## src/rtl/instruction_fetch.sv

```systemverilog
// Instruction fetch/sequencer: walks the PC, reads 9-bit words from program ROM, resolves decoder jump feedback.
// Latency: 2 cycles/instruction minimum (one FETCH cycle, one ISSUE cycle); one instruction in flight.
// Backpressure: waits for i_Mem_Ack in FETCH and i_Instr_Ready in ISSUE; IFETCH_TIMEOUT_EN adds a fetch watchdog.
module instruction_fetch #(
    parameter int              PC_W     = 8,
    parameter logic [PC_W-1:0] RESET_PC = '0,
    parameter int              TIMEOUT  = 15
) (
    input  logic            i_Clk,
    input  logic            i_Rst,
    input  logic            i_Run,
    output logic            o_Mem_Req,
    output logic [PC_W-1:0] o_Mem_Addr,
    input  logic            i_Mem_Ack,
    input  logic [8:0]      i_Mem_Data,
    output logic [8:0]      o_Instrucciones,
    output logic            o_Instr_Valid,
    input  logic            i_Instr_Ready,
    input  logic            i_Control_PC,
    input  logic [3:0]      i_Control_Saltos,
    input  logic [PC_W-1:0] i_Salto_Dir,
    input  logic [2:0]      i_Flags,
    output logic            o_Halted,
    output logic            o_Fault
);

    typedef enum logic [2:0] {
        S_IDLE,
        S_FETCH,
        S_ISSUE,
        S_HALT,
        S_FAULT
    } state_t;

    state_t          state, state_nxt;
    logic [PC_W-1:0] pc, pc_nxt;
    logic [8:0]      instr, instr_nxt;

    logic flag_n, flag_c, flag_z;
    logic qual, cond, take_jump, take_halt;

    assign flag_n = i_Flags[2];
    assign flag_c = i_Flags[1];
    assign flag_z = i_Flags[0];

    // Only a jump-type instruction with a consistent jump flag may redirect or halt.
    assign qual = !i_Control_PC && i_Control_Saltos[3];

    always_comb begin
        cond = 1'b0;
        case (i_Control_Saltos[2:0])
            3'b000:  cond = 1'b1;
            3'b001:  cond = flag_z;
            3'b010:  cond = !flag_z;
            3'b011:  cond = flag_c;
            3'b100:  cond = !flag_c;
            3'b101:  cond = flag_n;
            3'b110:  cond = !flag_n;
            default: cond = 1'b0;
        endcase
    end

    assign take_halt = qual && (i_Control_Saltos[2:0] == 3'b111);
    assign take_jump = qual && cond;

`ifdef IFETCH_TIMEOUT_EN
    localparam int CNT_W = (TIMEOUT < 2) ? 1 : $clog2(TIMEOUT);
    localparam logic [CNT_W-1:0] CNT_LAST = CNT_W'(TIMEOUT - 1);

    logic [CNT_W-1:0] wait_cnt, wait_cnt_nxt;
`endif

    always_ff @(posedge i_Clk) begin
        if (i_Rst) begin
            state <= S_IDLE;
            pc    <= RESET_PC;
            instr <= '0;
`ifdef IFETCH_TIMEOUT_EN
            wait_cnt <= '0;
`endif
        end else begin
            state <= state_nxt;
            pc    <= pc_nxt;
            instr <= instr_nxt;
`ifdef IFETCH_TIMEOUT_EN
            wait_cnt <= wait_cnt_nxt;
`endif
        end
    end

    always_comb begin
        state_nxt = state;
        pc_nxt    = pc;
        instr_nxt = instr;
`ifdef IFETCH_TIMEOUT_EN
        wait_cnt_nxt = wait_cnt;
`endif
        case (state)
            S_IDLE: begin
                if (i_Run) begin
                    state_nxt = S_FETCH;
`ifdef IFETCH_TIMEOUT_EN
                    wait_cnt_nxt = '0;
`endif
                end
            end
            S_FETCH: begin
                if (i_Mem_Ack) begin
                    instr_nxt = i_Mem_Data;
                    state_nxt = S_ISSUE;
                end
`ifdef IFETCH_TIMEOUT_EN
                // wait_cnt holds the number of earlier ack-less cycles in this fetch.
                else if (wait_cnt == CNT_LAST) begin
                    state_nxt = S_FAULT;
                end else begin
                    wait_cnt_nxt = wait_cnt + CNT_W'(1);
                end
`endif
            end
            S_ISSUE: begin
                if (i_Instr_Ready) begin
                    if (take_halt) begin
                        state_nxt = S_HALT;
                    end else begin
                        pc_nxt    = take_jump ? i_Salto_Dir : pc + PC_W'(1);
                        state_nxt = S_FETCH;
`ifdef IFETCH_TIMEOUT_EN
                        wait_cnt_nxt = '0;
`endif
                    end
                end
            end
            default: begin
                state_nxt = state;
            end
        endcase
    end

    assign o_Mem_Req       = (state == S_FETCH);
    assign o_Mem_Addr      = pc;
    assign o_Instr_Valid   = (state == S_ISSUE);
    assign o_Instrucciones = instr;
    assign o_Halted        = (state == S_HALT);
`ifdef IFETCH_TIMEOUT_EN
    assign o_Fault         = (state == S_FAULT);
`else
    assign o_Fault         = 1'b0;
`endif

endmodule

```

## config.mk

```make
export PLATFORM = sky130hd
export DESIGN_NAME = instruction_fetch
export DESIGN_NICKNAME = d
export VERILOG_FILES = /design/src/rtl/instruction_fetch.sv
export SDC_FILE = /design/constraint.sdc
export NUM_CORES = 1
export LEC_CHECK = 0
export CAP_MARGIN = 20
export CORE_UTILIZATION = 40
export CTS_CLUSTER_DIAMETER = 50
export DETAILED_ROUTE_END_ITERATION = 16
export MAX_ROUTING_LAYER = met4
export PLACE_DENSITY = 0.87
export SLEW_MARGIN = 10
export SYNTH_ARGS = -nofsm -noshare
export SYNTH_HDL_FRONTEND = slang
export SYNTH_SLANG_ARGS = --single-unit
```

## constraint.sdc

```tcl
create_clock -name i_Clk -period 2.01 [get_ports i_Clk]
set_input_delay 0.402 -clock i_Clk [delete_from_list [all_inputs] [get_ports i_Clk]]
set_output_delay 0.402 -clock i_Clk [all_outputs]
set_load 0.1 [all_outputs]
```

==> flow_metrics.py <==
metrics = {
    "outcome": {
        "status": "complete, no violations",
    },
    "cells_and_area": {
        "nets": 229,
        "layout.cells.non_filler": 223,
        "drive_above_1_share_pct": 24.35,
        "syn2layout_area_growth_pct": 55.02,
        "design_area_sq_mm": 0.001699,
        "diodes": 0,
    },
    "critical_path": {
        "critical_path_required_ns": 2.25,
        "critPathArrivalTime_ns": 2.16,
        "reg2reg_to": "o_Mem_Addr[7]",
        "r2r_slack_ns": 0.29,
        "cp_max_fo": 3,
        "reg2reg_from": "o_Mem_Addr[0]",
        "endpoint_kind": "flop",
        "r2r_cells": 5,
        "critPathKind": "in -> reg",
        "start_kind": "input port",
    },
    "logic_synthesis": {
        "synthTopCellsByArea": "dfxtp_1 (35%), nand3_1 (8.2%), nand2_1 (7.5%)",
        "ys_async_sr_fraction_pct": 0,
        "synth-edff-count": 0,
        "synth_seq_area_share_pct": 34.70,
        "synth_top_family_by_area": "simple AND/OR/NAND/NOR gates",
        "syn_avg_cell_area_sq_um": 8.059,
        "synthCells": 136,
        "synth-simple-area-share_pct": 31.16,
        "synth_top_area_share_pct": 34.70,
        "synthFlopType": "dfxtp_1",
        "synth.area.mux_share_pct": 2.740,
        "synth_xor_area_share_pct": 0,
        "synth_cell_types": 40,
        "synth_compound_area_share_pct": 18.38,
        "yosysTopAreaCell": "dfxtp_1",
        "syn_nets": 171,
        "synth_adder_area_share_pct": 5.708,
        "synth-warning-count": 0,
        "syn_area_sq_mm": 0.001096,
        "ys_seq_elements": 19,
    },
    "place": {
        "dp_slack_ns": -0.3321,
        "port_buffers": 49,
        "dpl.hpwl_um": 2494,
        "placed_cells": 219,
        "postPlaceCellArea_sq_mm": 0.001649,
        "place_congestion": 0.8671,
    },
    "routing": {
        "viasPerCell": 5.466,
        "dr.pass1.iters": 4,
        "ant_nets": 0,
        "drt-wirelength-per-cell_um": 14.08,
        "via_count": 1219,
        "routed_wl_um": 3140,
        "drcViolationCount": 0,
        "drt-initial-drc-count": 23,
    },
    "clocking": {
        "clkTransAtPathRegs_ns": 0.11,
        "cts-root-buf": "clkbuf_4",
        "cts_tree": "yes",
        "cts_setup_buffers": 0,
        "cts_max_path_buffers": 2,
        "clkLatencyLatePin_ns": 0.31,
        "htree_levels": 1,
        "cts_buffers": 3,
        "cts.sinks": 19,
    },
    "global_route": {
        "met1_usage_pct": 25.42,
        "gr-total-overflow": 0,
        "use_met3_pct": 1.667,
        "grt_pass1_wl_um": 4754,
        "grtUsageMet2_pct": 42.07,
        "grt_max_degree": 14,
        "grt-busiest-layer": "met2",
        "gr-usage-all-layers_pct": 23.28,
        "grt_pass1_vias": 1120,
        "antenna_found_initial": 0,
    },
    "hold_path": {
        "hold_path.class": "reg -> reg",
        "worstHoldPathCells": 2,
        "hp-start": "o_Instrucciones[8]",
        "min_to": "o_Instrucciones[8]",
    },
    "sta": {
        "setup_tns_ns": 0,
        "max_freq_mhz": 518.5,
        "report.final.slew_viol_count": 0,
        "worst_slack_ns": 0.08148,
        "hold_viol": 0,
        "clock-skew-final_ns": 0.001329,
        "post-route-min-period_ns": 1.929,
        "finalSetupViolCount": 0,
        "fin_crit_sh_pct": 95.95,
    },
    "floorplanning": {
        "num_rows": 18,
        "fp.dieW_um": 54.35,
        "coreArea_sq_mm": 0.002522,
        "fp.dieH_um": 54.35,
        "ios": 51,
        "dieArea_sq_mm": 0.002953,
        "floorplan.initialDensity_pct": 43.45,
    },
    "flow_run": {
        "maxCapViolations": 0,
    },
    "power_and_ir_drop": {
        "vdd_drop_max_mv": 0.5897,
        "power.total_uw": 1026,
        "cellLeakagePower_uw": 0.0006911,
        "p_per_area_mw_per_mm2": 603.9,
    },
}
## critical path, cell delays in order
cell,delay (ns)
clkdlybuf4s50_1,0.45
nor4b_2,0.30
a31oi_1,0.10
and3_4,0.22
or4_1,0.50
a31oi_1,0.19
## synth_stat cells, types with 2 or more instances
| cell | n |
|---|---|
| a311oi_1 | 2 |
| inv_1 | 4 |
| mux2i_1 | 3 |
| nor2_1 | 5 |
| dfxtp_1 | 19 |
| nand3_1 | 18 |
| clkbuf_8 | 2 |
| and2_1 | 2 |
| nor3_1 | 2 |
| o21ai_0 | 3 |
| or3_1 | 4 |
| ha_1 | 5 |
| nand2_1 | 22 |
| a31oi_1 | 7 |
| clkbuf_1 | 4 |
| and2b_1 | 2 |
| a21oi_1 | 9 |
## cell type report
cell class	instances	area, sq um
fill	213	823.3
multi-input combinational	105	656.9
timing repair buffer	61	575.6
sequential	19	386.6
tap	30	37.54
clock buffer	3	22.52
inverter	4	15.01
clock inverter	1	5.005
## power breakdown
part	internal [uW]	switching, uW
combinational	147	264
sequential	397	15.9
clock	74.5	128
## per-layer routing
layer | part of all wire [%] | vias up
li1 | - | 601
met1 | 37 | 559
met2 | 54 | 48
met3 | 5.4 | 11
met4 | 3.1 | 0
met5 | 0 | -
## cell families (layout without fill, tap and decap cells)
| family | Yosys count | count (layout) |
|---|---|---|
| simple gates | 65 | 65 |
| compound gates | 31 | 31 |
| flops | 19 | 19 |
| buf+inv | 12 | 69 |
| fa+ha+maj | 5 | 5 |
| mux | 3 | 3 |
| other cells | 1 | 1 |
## stage by stage
step | hold WS [ns] | util [%]
6_report | 0.4673 | 67.36
5_1_grt | 0.4859 | 67.36
4_1_cts | 0.4723 | 66.47
3_5_place_dp | 0.4548 | 65.38
3_3_place_gp | 0.4444 | 65.38
2_1_floorplan | 0.5081 | -
## flip-flops by register name, indices dropped and copies added, names as in the netlist
name,flops
o_Mem_Addr,8
state,2
o_Instrucciones,9
## worst max path at each step
stage / from / to / slack [ns] / cells after the start
finish: i_Flags[0] / o_Mem_Addr[7] / 0.08 / 6
global route: i_Flags[1] / o_Mem_Addr[7] / -0.002 / 6
CTS: i_Control_Saltos[2] / o_Mem_Addr[7] / 0.02 / 6
detailed placement: i_Control_Saltos[2] / o_Mem_Addr[7] / -0.33 / 6
global placement: i_Control_Saltos[2] / o_Mem_Addr[7] / -0.15 / 6
floorplan: state[0] / o_Mem_Addr[4] / -0.05 / 7
## cell usage in the layout (no fill, tap or decap), types with 3 or more instances in the layout
cell,n
a21oi_1,9
a31oi_1,7
buf_12,3
buf_4,29
clkbuf_4,3
clkdlybuf4s50_1,26
dfxtp_1,14
dfxtp_2,5
dlymetal6s2s_1,3
ha_1,4
inv_1,4
mux2i_1,3
nand2_1,22
nand3_1,18
nor2_1,5
o21ai_0,3
or3_1,4
## repair_timing
action,CTS,global route
hold buffers,0,0
resized for setup,0,5
endpoints found under the setup margin,0,5
Power figures use the tool's default switching activity.
